## config.mk

```make
export PLATFORM = sky130hd
export DESIGN_NAME = shift_add_mult
export DESIGN_NICKNAME = d
export VERILOG_FILES = /design/src/rtl/shift_add_mult_pkg.sv /design/src/rtl/shift_add_mult_regs.sv /design/src/rtl/shift_add_mult.sv
export SDC_FILE = /design/constraint.sdc
export NUM_CORES = 1
export LEC_CHECK = 0
export CAP_MARGIN = 20
export CELL_PAD_IN_SITES_DETAIL_PLACEMENT = 1
export CELL_PAD_IN_SITES_GLOBAL_PLACEMENT = 1
export CORE_MARGIN = 10
export CORE_UTILIZATION = 30
export CTS_CLUSTER_SIZE = 8
export DETAILED_ROUTE_END_ITERATION = 8
export PLACE_DENSITY_LB_ADDON = 0.25
export SLEW_MARGIN = 0
export SYNTH_ARGS = -nofsm -noshare
export SYNTH_HDL_FRONTEND = slang
export SYNTH_SLANG_ARGS = --single-unit
```

## constraint.sdc

```tcl
create_clock -name clk -period 3.1 [get_ports clk]
set_input_delay 0.93 -clock clk [delete_from_list [all_inputs] [get_ports clk]]
set_output_delay 0.93 -clock clk [all_outputs]
set_load 0.05 [all_outputs]
```

## src/rtl/shift_add_mult_pkg.sv

```systemverilog
// Shared types and constants for the shift-and-add multiplier.
package shift_add_mult_pkg;

  localparam int DEFAULT_W = 8;

  typedef enum logic [1:0] {
    IDLE,
    ADD,
    SHIFT,
    DONE
  } state_t;

endpackage

```

## src/rtl/shift_add_mult_regs.sv

```systemverilog
// Working register {carry, acc, mpr} of the multiplier.
// Load wins over add, and add wins over shift; the register holds when no control is set.
module mult_regs
  import shift_add_mult_pkg::*;
#(
  parameter int W = DEFAULT_W
) (
  input  logic           clk,
  input  logic           n_reset,
  input  logic           load,
  input  logic           add,
  input  logic           shift,
  input  logic [W-1:0]   load_mpr,
  input  logic [W-1:0]   addend,
  output logic [2*W:0]   work
);

  logic [2*W:0] work_d, work_q;
  logic [W:0]   sum;

  always_comb begin
    sum    = {1'b0, work_q[2*W-1:W]} + {1'b0, addend};
    work_d = work_q;
    if (load) begin
      work_d = {{(W + 1){1'b0}}, load_mpr};
    end else if (add) begin
      // The adder result replaces both carry and acc. The old carry is always 0 here,
      // because every shift clears it.
      work_d = {sum, work_q[W-1:0]};
    end else if (shift) begin
      work_d = {1'b0, work_q[2*W:1]};
    end
  end

  always_ff @(posedge clk or negedge n_reset) begin
    if (!n_reset) begin
      work_q <= '0;
    end else begin
      work_q <= work_d;
    end
  end

  assign work = work_q;

endmodule

```

## src/rtl/shift_add_mult.sv

```systemverilog
// Sequential shift-and-add multiplier. Operands are converted to magnitudes,
// and the sign is re-applied to the product when it is loaded.
module shift_add_mult
  import shift_add_mult_pkg::*;
#(
  parameter int W = DEFAULT_W
) (
  input  logic            clk,
  input  logic            n_reset,
  input  logic            start,
  input  logic            signed_mode,
  input  logic [W-1:0]    multiplicand,
  input  logic [W-1:0]    multiplier,
  output logic            busy,
  output logic            done,
  output logic [2*W-1:0]  product
);

  localparam int CW = $clog2(W + 1);
  localparam int PW = 2 * W;

  state_t         state_q, state_d;
  logic [CW-1:0]  cnt_q, cnt_d;
  logic           sign_q, sign_d;
  logic [W-1:0]   mag_a_q, mag_a_d;
  logic [PW-1:0]  product_q, product_d;
  logic [W-1:0]   a_mag, b_mag;
  logic [PW:0]    work;
  logic [PW-1:0]  shifted;
  logic           ld, do_add, do_shift;

  // Negating the most negative value wraps back to it. Read as unsigned, that is 2^(W-1).
  always_comb begin
    a_mag   = (signed_mode && multiplicand[W-1]) ? -multiplicand : multiplicand;
    b_mag   = (signed_mode && multiplier[W-1])   ? -multiplier   : multiplier;
    shifted = PW'(work >> 1);
  end

  always_comb begin
    state_d   = state_q;
    cnt_d     = cnt_q;
    sign_d    = sign_q;
    mag_a_d   = mag_a_q;
    product_d = product_q;
    ld        = 1'b0;
    do_add    = 1'b0;
    do_shift  = 1'b0;
    case (state_q)
      IDLE: begin
        if (start) begin
          ld      = 1'b1;
          sign_d  = signed_mode & (multiplicand[W-1] ^ multiplier[W-1]);
          mag_a_d = a_mag;
          cnt_d   = '0;
          state_d = b_mag[0] ? ADD : SHIFT;
        end
      end
      ADD: begin
        do_add  = 1'b1;
        state_d = SHIFT;
      end
      SHIFT: begin
        do_shift = 1'b1;
        cnt_d    = cnt_q + 1'b1;
        // The final shift and the product load happen on the same edge,
        // so the product is built from the post-shift view of the register.
        if (cnt_d == CW'(W)) begin
          state_d   = DONE;
          product_d = sign_q ? -shifted : shifted;
        end else begin
          state_d = work[1] ? ADD : SHIFT;
        end
      end
      DONE: begin
        state_d = IDLE;
      end
      default: begin
        state_d = IDLE;
      end
    endcase
  end

  always_ff @(posedge clk or negedge n_reset) begin
    if (!n_reset) begin
      state_q   <= IDLE;
      cnt_q     <= '0;
      sign_q    <= 1'b0;
      mag_a_q   <= '0;
      product_q <= '0;
    end else begin
      state_q   <= state_d;
      cnt_q     <= cnt_d;
      sign_q    <= sign_d;
      mag_a_q   <= mag_a_d;
      product_q <= product_d;
    end
  end

  mult_regs #(.W(W)) u_regs (
    .clk      (clk),
    .n_reset  (n_reset),
    .load     (ld),
    .add      (do_add),
    .shift    (do_shift),
    .load_mpr (b_mag),
    .addend   (mag_a_q),
    .work     (work)
  );

  assign busy    = (state_q != IDLE);
  assign done    = (state_q == DONE);
  assign product = product_q;

endmodule

```

==> out/metrics.cfg <==
[sta]
setup_violations=0
drv_slew=0
setup_ws_ns=0.6735
fmax_mhz=412.1
rsz0062_at_grt=no
skew_ns=0.007178
tns_ns=0
hold_viol_final=0
period_share_pct=78.27
min_period_ns=2.426
maxSlewHeadroom_pct=60.15
tightestPinTransition_ns=0.5963

[synth]
synth_nets=356
synthFlopType=dfrtp_1
syn-mean-instance-area_um2=9.390
ys_seq_elements=47
synth-seq-area-share_pct=38.78
ys_types=50
netlist_instances=323
yosys-top-cells-area=dfrtp_1, a21oi_1, ha_1
yosysMostFrequentCell=dfrtp_1
yosys.area.top_type_share_pct=38.78
synth_common_cells=dfrtp_1, a21oi_1, nand2_1
synthArstFlopShare_pct=100.0
synth_warnings=0
synth_area_um2=3033
synth_area_leader_cell=dfrtp_1
synth-edff-count=0

[global_route]
gr-total-overflow=0
grt_pass1_vias=2677
grt_pass1_wl_um=13660
antenna_found_initial=0
track_usage_pct=11.45
grt_start_max_net_pins=26

[drt]
route.vias.total=2486
drt_wl_total_um=8228
firstDrtPassIters=6
drt_iter0_markers=84
viasPerCell=5.063
post_drt_wl_per_cell_um=16.76
antenna_left=0
drc=0

[clock_network]
cts_resized=0
cts_tree=yes
clkLatencyLatePin_ns=0.30
cts-root-buf=clkbuf_8
cts_made_buffers=5
post-cts-setup-buffers=0
htree_num_levels=2
cts.clk_slew.worst_paths_ns=0.09
clock_path_buffers=2
cts_hold_buf=0
clkSinkCount=47

[worst_setup_path]
path_max_fanout=14
r2r_slack_ns=0.98
crit_chain=buf_4 > and2_1 > buf_4
r2r_cells=4
cp_common_cell=buf_4
critPathSlowestCell=dfrtp_1
cp_data_arrival_time_ns=1.50
critical_path.max_stage_delay_ns=0.51
timing.critical_path.buf_inv=2
reg2reg_to=product[15]
crit_family=flip-flops
start_kind=register
cp-end-kind=output port
crit_required_ns=2.17
r2r-start=u_regs.work[6]
worstSetupPathType=reg -> out

[floorplanning]
core-area_um2=9819
ios=38
initial_core_util_pct=30.89
dieArea_um2=14530
fp-row-count=36
die_h_um=120.5
die_x_um=120.5

[cells_and_area]
n_fill_cell=1203
area_delta_synth_final_pct=20.26
nNetsFinal=390
antennaDiodeCount=0
drive_gt1_share_pct=12.01
multi_input_area_um2=1713
regArea_um2=1176

[place]
io_buffers=37
pre_cts_ws_ns=0.5826
gp_congestion=0.7614
dpl.hpwl_um=6426

[power_and_ir_drop]
power_density_nw_per_um2=998.7
vdd_drop_max_v=0.0002621
p_leak_nw=1.600

[hold_path]
hold_path_class=reg -> reg
worst_hold_startpoint=mag_a_q[3]
worstHoldPathCells=2
min_to=mag_a_q[3]

[run_status]
outcome=complete, no violations

[job]
drv_cap=0

## how the worst max path moves through the flow
stage               cells past startpoint           from  slack (ns)              to
finish                                  3     state_q[1]        0.67            done
global route                            3     state_q[1]        0.59            done
floorplan                               3     state_q[0]        0.64            done
detailed placement                      6  multiplier[0]        0.58  u_regs.work[1]
CTS                                     1     product[1]        0.64      product[1]
global placement                        6  multiplier[0]        0.60  u_regs.work[1]
## state kept, by name, summed over array words and instances (netlist names)
register,flops
u_regs.work,16
mag_a_q,8
product,16
sign_q,1
cnt_q,4
state_q,2
## layout make-up
| cell class | instances | share of cell area (%) |
|---|---|---|
| clock inverter | 1 | 0.2058 |
| timing repair buffer | 46 | 11.73 |
| multi-input combinational | 241 | 46.96 |
| clock buffer | 7 | 2.642 |
| tap | 133 | 4.563 |
| sequential | 47 | 32.25 |
| inverter | 16 | 1.647 |
## layout by cell type, fill, tap and decap left out, drive strengths merged, types with 5 or more instances in the layout
cell type / n
a21oi: 30
a31oi: 5
buf: 12
clkbuf: 7
clkdlybuf4s50: 34
dfrtp: 47
ha: 12
inv: 16
mux2: 13
mux2i: 8
nand2: 29
nand3: 5
nor2: 24
nor3: 5
o21ai: 18
o41ai: 7
xnor2: 16
xor2: 13
## worst register-to-register path: stages (launching register included)
cell and delay, ns:
dfrtp_1 0.44, or4_1 0.76, o41ai_1 0.50, xor2_1 0.21, a21oi_1 0.08
## per-layer routing
metal / track usage (%) / wire length (um) / up-vias
met3: 1.489 / 224 / 7
li1: - / - / 1223
met4: 3.092 / 78 / 0
met1: 15.27 / 4060 / 1210
met2: 19.02 / 3865 / 46
met5: 0 / 0 / -
## stage by stage
stage	total power [mW]	hold WS [ns]	util (%)	instances	cell area, um2
CTS	3.684	0.5073	37.14	491	3647
global placement	3.191	0.4808	36.09	483	3543
floorplan	2.641	0.4563	-	323	3033
detailed placement	3.245	0.4837	36.09	483	3543
finish	3.643	0.4983	37.14	491	3647
global route	3.965	0.5479	37.14	491	3647
## report_power, final
group	internal [mW]	total (mW)	leakage [nW]	switching (mW)
logic	0.833	1.97	0.947	1.14
clock network	0.203	0.418	0.0505	0.215
registers	0.860	1.26	0.603	0.395
## logic make-up after synthesis
group           count (synthesis)  synth area share (%)
compound gates                 91                 20.59
simple gates                   86                 13.57
flops                          47                 38.78
buf+inv                        35                 4.744
xor+xnor                       29                 8.374
mux                            22                 8.333
fa+ha+maj                      13                 5.610
Power figures use the tool's default switching activity.
